$ cat src/rtl/bf_sweep_pkg.sv
// Shared types and helpers for the Boolean-function truth-table sweep generator.
// Holds the sweep FSM state enum and the binary-to-Gray conversion.
package bf_sweep_pkg;

  typedef enum logic [1:0] {
    IDLE,
    RUN,
    DONE
  } state_t;

  localparam int HOLD_CNT_W = 8;

  function automatic logic [7:0] to_gray(input logic [7:0] idx);
    return idx ^ (idx >> 1);
  endfunction

endpackage

$ cat src/rtl/bf_hold_timer.sv
// Per-vector hold counter: counts 0..HOLD-1 while enabled, wrapping on last.
// The last output flags the final cycle of the hold window.
module bf_hold_timer
  import bf_sweep_pkg::*;
#(
  parameter int HOLD = 4
) (
  input  logic clk,
  input  logic rst,
  input  logic clr,
  input  logic en,
  output logic last
);

  logic [HOLD_CNT_W-1:0] r_cnt;

  assign last = (r_cnt == HOLD_CNT_W'(HOLD - 1));

  always_ff @(posedge clk) begin
    if (rst || clr) begin
      r_cnt <= '0;
    end else if (en) begin
      r_cnt <= last ? '0 : r_cnt + HOLD_CNT_W'(1);
    end
  end

endmodule

$ cat src/rtl/bf_sweep_gen.sv
// Sweeps all 2**N_IN input vectors, holds each HOLD cycles and captures the truth table.
// Define BF_SWEEP_GRAY_EN to sweep in Gray order instead of binary order.
module bf_sweep_gen
  import bf_sweep_pkg::*;
#(
  parameter int N_IN = 3,
  parameter int HOLD = 4
) (
  input  logic                  clk,
  input  logic                  rst,
  input  logic                  start,
  input  logic                  abort,
  input  logic                  dut_out,
  output logic [N_IN-1:0]       vec_out,
  output logic                  vec_valid,
  output logic                  busy,
  output logic                  done,
  output logic [(1<<N_IN)-1:0]  table_out
);

  localparam int TBL_W = 1 << N_IN;
  localparam logic [N_IN:0] IDX_LAST = (N_IN + 1)'(TBL_W - 1);

  state_t           r_state;
  state_t           w_next;
  logic [N_IN:0]    r_idx;
  logic [TBL_W-1:0] r_table;
  logic [N_IN-1:0]  w_seq_vec;
  logic             w_run;
  logic             w_last;
  logic             w_step;

  assign w_run  = (r_state == RUN);
  assign w_step = w_run && w_last && !abort;

`ifdef BF_SWEEP_GRAY_EN
  assign w_seq_vec = N_IN'(to_gray(8'(r_idx[N_IN-1:0])));
`else
  assign w_seq_vec = r_idx[N_IN-1:0];
`endif

  bf_hold_timer #(
    .HOLD(HOLD)
  ) u_hold (
    .clk (clk),
    .rst (rst),
    .clr (!w_run || abort),
    .en  (w_run),
    .last(w_last)
  );

  always_ff @(posedge clk) begin
    if (rst) begin
      r_state <= IDLE;
    end else begin
      r_state <= w_next;
    end
  end

  always_comb begin
    w_next = r_state;
    case (r_state)
      IDLE: if (start) w_next = RUN;
      RUN: begin
        // abort wins over the terminal capture on the same edge
        if (abort) begin
          w_next = IDLE;
        end else if (w_last && (r_idx == IDX_LAST)) begin
          w_next = DONE;
        end
      end
      DONE:    w_next = IDLE;
      default: w_next = IDLE;
    endcase
  end

  always_comb begin
    vec_out   = '0;
    vec_valid = 1'b0;
    busy      = 1'b0;
    done      = 1'b0;
    case (r_state)
      RUN: begin
        vec_out   = w_seq_vec;
        vec_valid = 1'b1;
        busy      = 1'b1;
      end
      DONE:    done = 1'b1;
      default: ;
    endcase
  end

  // Index is one bit wider than the vector so the terminal compare never wraps
  always_ff @(posedge clk) begin
    if (rst) begin
      r_idx   <= '0;
      r_table <= '0;
    end else begin
      if (!w_run || abort) begin
        r_idx <= '0;
      end else if (w_last) begin
        r_idx <= r_idx + (N_IN + 1)'(1);
      end
      if ((r_state == IDLE) && start) begin
        r_table <= '0;
      end else if (w_step) begin
        r_table[w_seq_vec] <= dut_out;
      end
    end
  end

  assign table_out = r_table;

endmodule

$ cat config.mk
export PLATFORM = sky130hd
export DESIGN_NAME = bf_sweep_gen
export DESIGN_NICKNAME = d
export VERILOG_FILES = /design/src/rtl/bf_sweep_pkg.sv /design/src/rtl/bf_hold_timer.sv /design/src/rtl/bf_sweep_gen.sv
export SDC_FILE = /design/constraint.sdc
export NUM_CORES = 1
export LEC_CHECK = 0
export ABC_CLOCK_PERIOD_IN_PS = 3950
export CORE_AREA = 3 3 50 52
export DETAILED_ROUTE_END_ITERATION = 8
export DIE_AREA = 0 0 53 55
export GPL_TIMING_DRIVEN = 0
export PLACE_DENSITY = 0.79
export SYNTH_ARGS = -nofsm -noshare
export SYNTH_HDL_FRONTEND = slang
export SYNTH_SLANG_ARGS = --single-unit
$ cat constraint.sdc
create_clock -name clk -period 3.95 [get_ports clk]
set_input_delay 0.79 -clock clk [delete_from_list [all_inputs] [get_ports clk]]
set_output_delay 0.79 -clock clk [all_outputs]
set_load 0.1 [all_outputs]
==> key figures <==
Outcome
  – Result of the run: completed

Detailed routing
  – Total Wirelength: 2.43 mm
  – Drt wl/cell: 13.9 µm
  – Average via count per standard cell: 5.82
  – Post-route DRC: 0
  – Count of nets left with antenna violations after detail routing: 0
  – Number of DRC markers after the initial detailed-route iteration: 25
  – Drt pass-1 iters: 4
  – Overall via count from detail_route: 1,013

STA
  – Min Tclk post-route: 3310 ps
  – Final count of pins violating max slew: 0
  – Achievable Freq: 302 MHz
  – Layout Skew: 5.53 ps
  – Final Hold Fails: 0
  – # setup viols final: 0
  – Setup TNS: 0 ps
  – Part of the cycle the worst path needs: 0.838
  – Transition time at the pin with the least slew margin: 1120 ps
  – Unrepaired setup endpoints after global routing: false
  – Worst slew margin: 0.250

Flow run
  – Count of maximum capacitance violations: 0

Clock network
  – Clock tree root buffer cell: clkbuf_4
  – Cells resized by post-CTS repair: 0
  – Setup repair bufs after CTS: 0
  – Num CTS Buffers: 3
  – Clock Latency Late Sink: 300 ps
  – H-tree depth reported by CTS: 1
  – # hold bufs at CTS: 0
  – Sink count of the clock tree: 22
  – Clock-pin slew of the registers on the worst-case setup and hold paths: 110 ps
  – TritonCTS clock tree: yes
  – Number of buffers on the longest clock path: 2

Worst setup path
  – Worst endpoint data arrival time: 2520 ps
  – Reg2reg end: r_idx[3]
  – Reg2Reg Setup Slack: 2030 ps
  – Crit Path Max Fanout: 7
  – Worst setup startpoint: r_state[0]
  – Critical R2R Launch: u_hold.r_cnt[0]
  – Logic depth of the worst register-to-register path: 5
  – Sort of element at the start of the critical path: register
  – Endpoint required time on the critical path: 3160 ps
  – Type of the setup path with the least slack: reg2out
  – CP Capture Type: output pin
  – Critical Path Sink: vec_out[2]

Finish
  – Final antenna diode count: 0
  – Highest-count cells in the layout ignoring fill and taps: dfxtp_1 (22), clkdlybuf4s50_1 (18), nand3b_1 (11)
  – Post-route cell area: 1360 µm²
  – Area growth, synth to finish: 21.1%
  – Number of nets at the end of the flow: 155
  – Commonest non-fill, non-tap cell in the layout: dfxtp_1
  – Filler Cell Count: 184
  – Ratio of cells with drive above 1 in the final layout: 0.0548

Yosys
  – Sequential share of the synthesized area: 0.391
  – Post-synthesis register bit count: 22
  – Yosys warning total: 0
  – Syn Nets: 132
  – Cell area after synthesis: 1130 µm²
  – Number of different library cells in the post-synthesis netlist: 32
  – Cells after Synth: 125
  – Synthesized area per cell: 9.01 µm²

Power
  – Leakage power: 0.477 nW
  – Part of the power in registers: 0.627
  – Combinational share of power: 0.103
  – Switching component of the power: 86.5 µW
  – Cell-internal power: 271 µW
  – Total power density per cell area: 262 nW/µm²
  – Part of the power in the clock network: 0.270
  – Worst supply voltage drop on vdd: 0.195 mV
  – Sw frac: 0.242

Placed design
  – GPL Wtd Cong: 0.754
  – Buffers on Ports: 18
  – Dpl hpwl: 1.74 mm
  – Cell area after placement: 1340 µm²

Floorplanning
  – Die Wd: 53 µm
  – Die area: 2920 µm²
  – Top-Level Pins: 19
  – Number of rows created at floorplan: 17
  – Height of the die: 55 µm
  – Placeable core region: 2150 µm²
  – Initial core utilization: 0.524

Hold path
  – Worst hold path class: reg2reg

GRT
  – Most Crowded Layer GR: met2
  – GRT met3 Usage: 0.0241
  – Overall routing resource usage: 0.189
  – M2 GR Usage: 0.287
  – Largest net degree at the start of global routing: 12
  – GR Layer Usage met1: 0.270
  – Overall overflow remaining after global route: 0
  – Via count of the first global-routing pass: 908
  – Number of antenna violations at the first check in global routing: 0
  – First-pass GRT wire length: 4.07 mm
power groups by stage:
stage / combinational (mW) / sequential, mW / clock [mW]
5_1_grt: 0.0394 / 0.225 / 0.107
6_report: 0.0369 / 0.224 / 0.0963
2_1_floorplan: 0.0258 / 0.229 / 0
4_1_cts: 0.0369 / 0.224 / 0.0991
3_5_place_dp: 0.0367 / 0.229 / 0
3_3_place_gp: 0.0359 / 0.229 / 0
how the worst min path moves through the flow:
stage | start | end | slack [ps] | cells past startpoint
after floorplan | r_idx[3] | r_idx[3] | 450 | 2
after detailed placement | r_idx[3] | r_idx[3] | 490 | 2
after global routing | table_out[1] | table_out[1] | 530 | 2
after CTS | r_idx[3] | r_idx[3] | 500 | 2
final | table_out[7] | table_out[7] | 510 | 2
after global placement | r_idx[3] | r_idx[3] | 470 | 2
metrics by stage:
step	power, mW	worst slack (ps)	std cells	hold WS, ps	utilization
3_5_place_dp	0.266	969	171	487	0.624
3_3_place_gp	0.265	1020	171	466	0.624
6_report	0.357	642	174	505	0.635
5_1_grt	0.370	494	174	529	0.635
2_1_floorplan	0.255	310	125	447	-
4_1_cts	0.360	638	174	504	0.635
critical path, cell delays in order, from the launching register on:
cell             delay, ps
dfxtp_1                430
nor2b_1                460
and2_1                 200
clkdlybuf4s50_1       1130
routing by layer:
metal	vias to the layer above	part of all wire
met2	28	0.45
met3	4	0.036
met5	-	0
met1	467	0.50
li1	514	-
met4	0	0.016
synth_stat cells, drive strengths merged:
| master | number | area [µm²] |
|---|---|---|
| a21oi | 9 | 45.0 |
| buf | 2 | 12.5 |
| dfxtp | 22 | 440 |
| clkbuf | 7 | 26.3 |
| or3 | 6 | 38.8 |
| nand3 | 3 | 15.0 |
| and2 | 3 | 18.8 |
| or4b | 2 | 20.0 |
| nor2b | 2 | 12.5 |
| nand3b | 11 | 82.6 |
| nand4b | 1 | 8.76 |
| o21ai | 6 | 30.0 |
| and3b | 3 | 26.3 |
| o31ai | 3 | 22.5 |
| nor3b | 4 | 30.0 |
| nor4 | 1 | 6.26 |
| a21o | 1 | 7.51 |
| inv | 3 | 11.3 |
| nor2 | 3 | 11.3 |
| nand2 | 2 | 7.51 |
| xnor2 | 2 | 17.5 |
| nor4b | 1 | 15.0 |
| nand4 | 9 | 56.3 |
| ha | 2 | 25.0 |
| nor3 | 3 | 15.0 |
| or4 | 3 | 22.5 |
| and3 | 1 | 6.26 |
| mux2i | 8 | 80.1 |
| o22ai | 1 | 6.26 |
| or3b | 1 | 8.76 |
cell type report:
class                   count  area (µm²)  area share
flip-flops and latches     22         440       0.323
well taps                  28        35.0      0.0257
repair buffers             18         180       0.132
clock buffers               3        22.5      0.0165
multi-input cells          91         636       0.466
inverters                   3        11.3     0.00826
plain buffers               9        38.8      0.0284
registers in the layout, summed over array words and instances (netlist names):
register	count
r_idx	4
r_state	2
table_out	8
u_hold.r_cnt	8
kinds of logic after synthesis:
group / synth area share
adder cells (fa/ha/maj): 0.0222
AND/OR/NAND/NOR: 0.357
multiplexers: 0.0711
AO/OA/AOI/OAI: 0.0989
flip-flops: 0.391
buffers and inverters: 0.0444
XOR/XNOR: 0.0156
(Power assumes the default switching activity.)
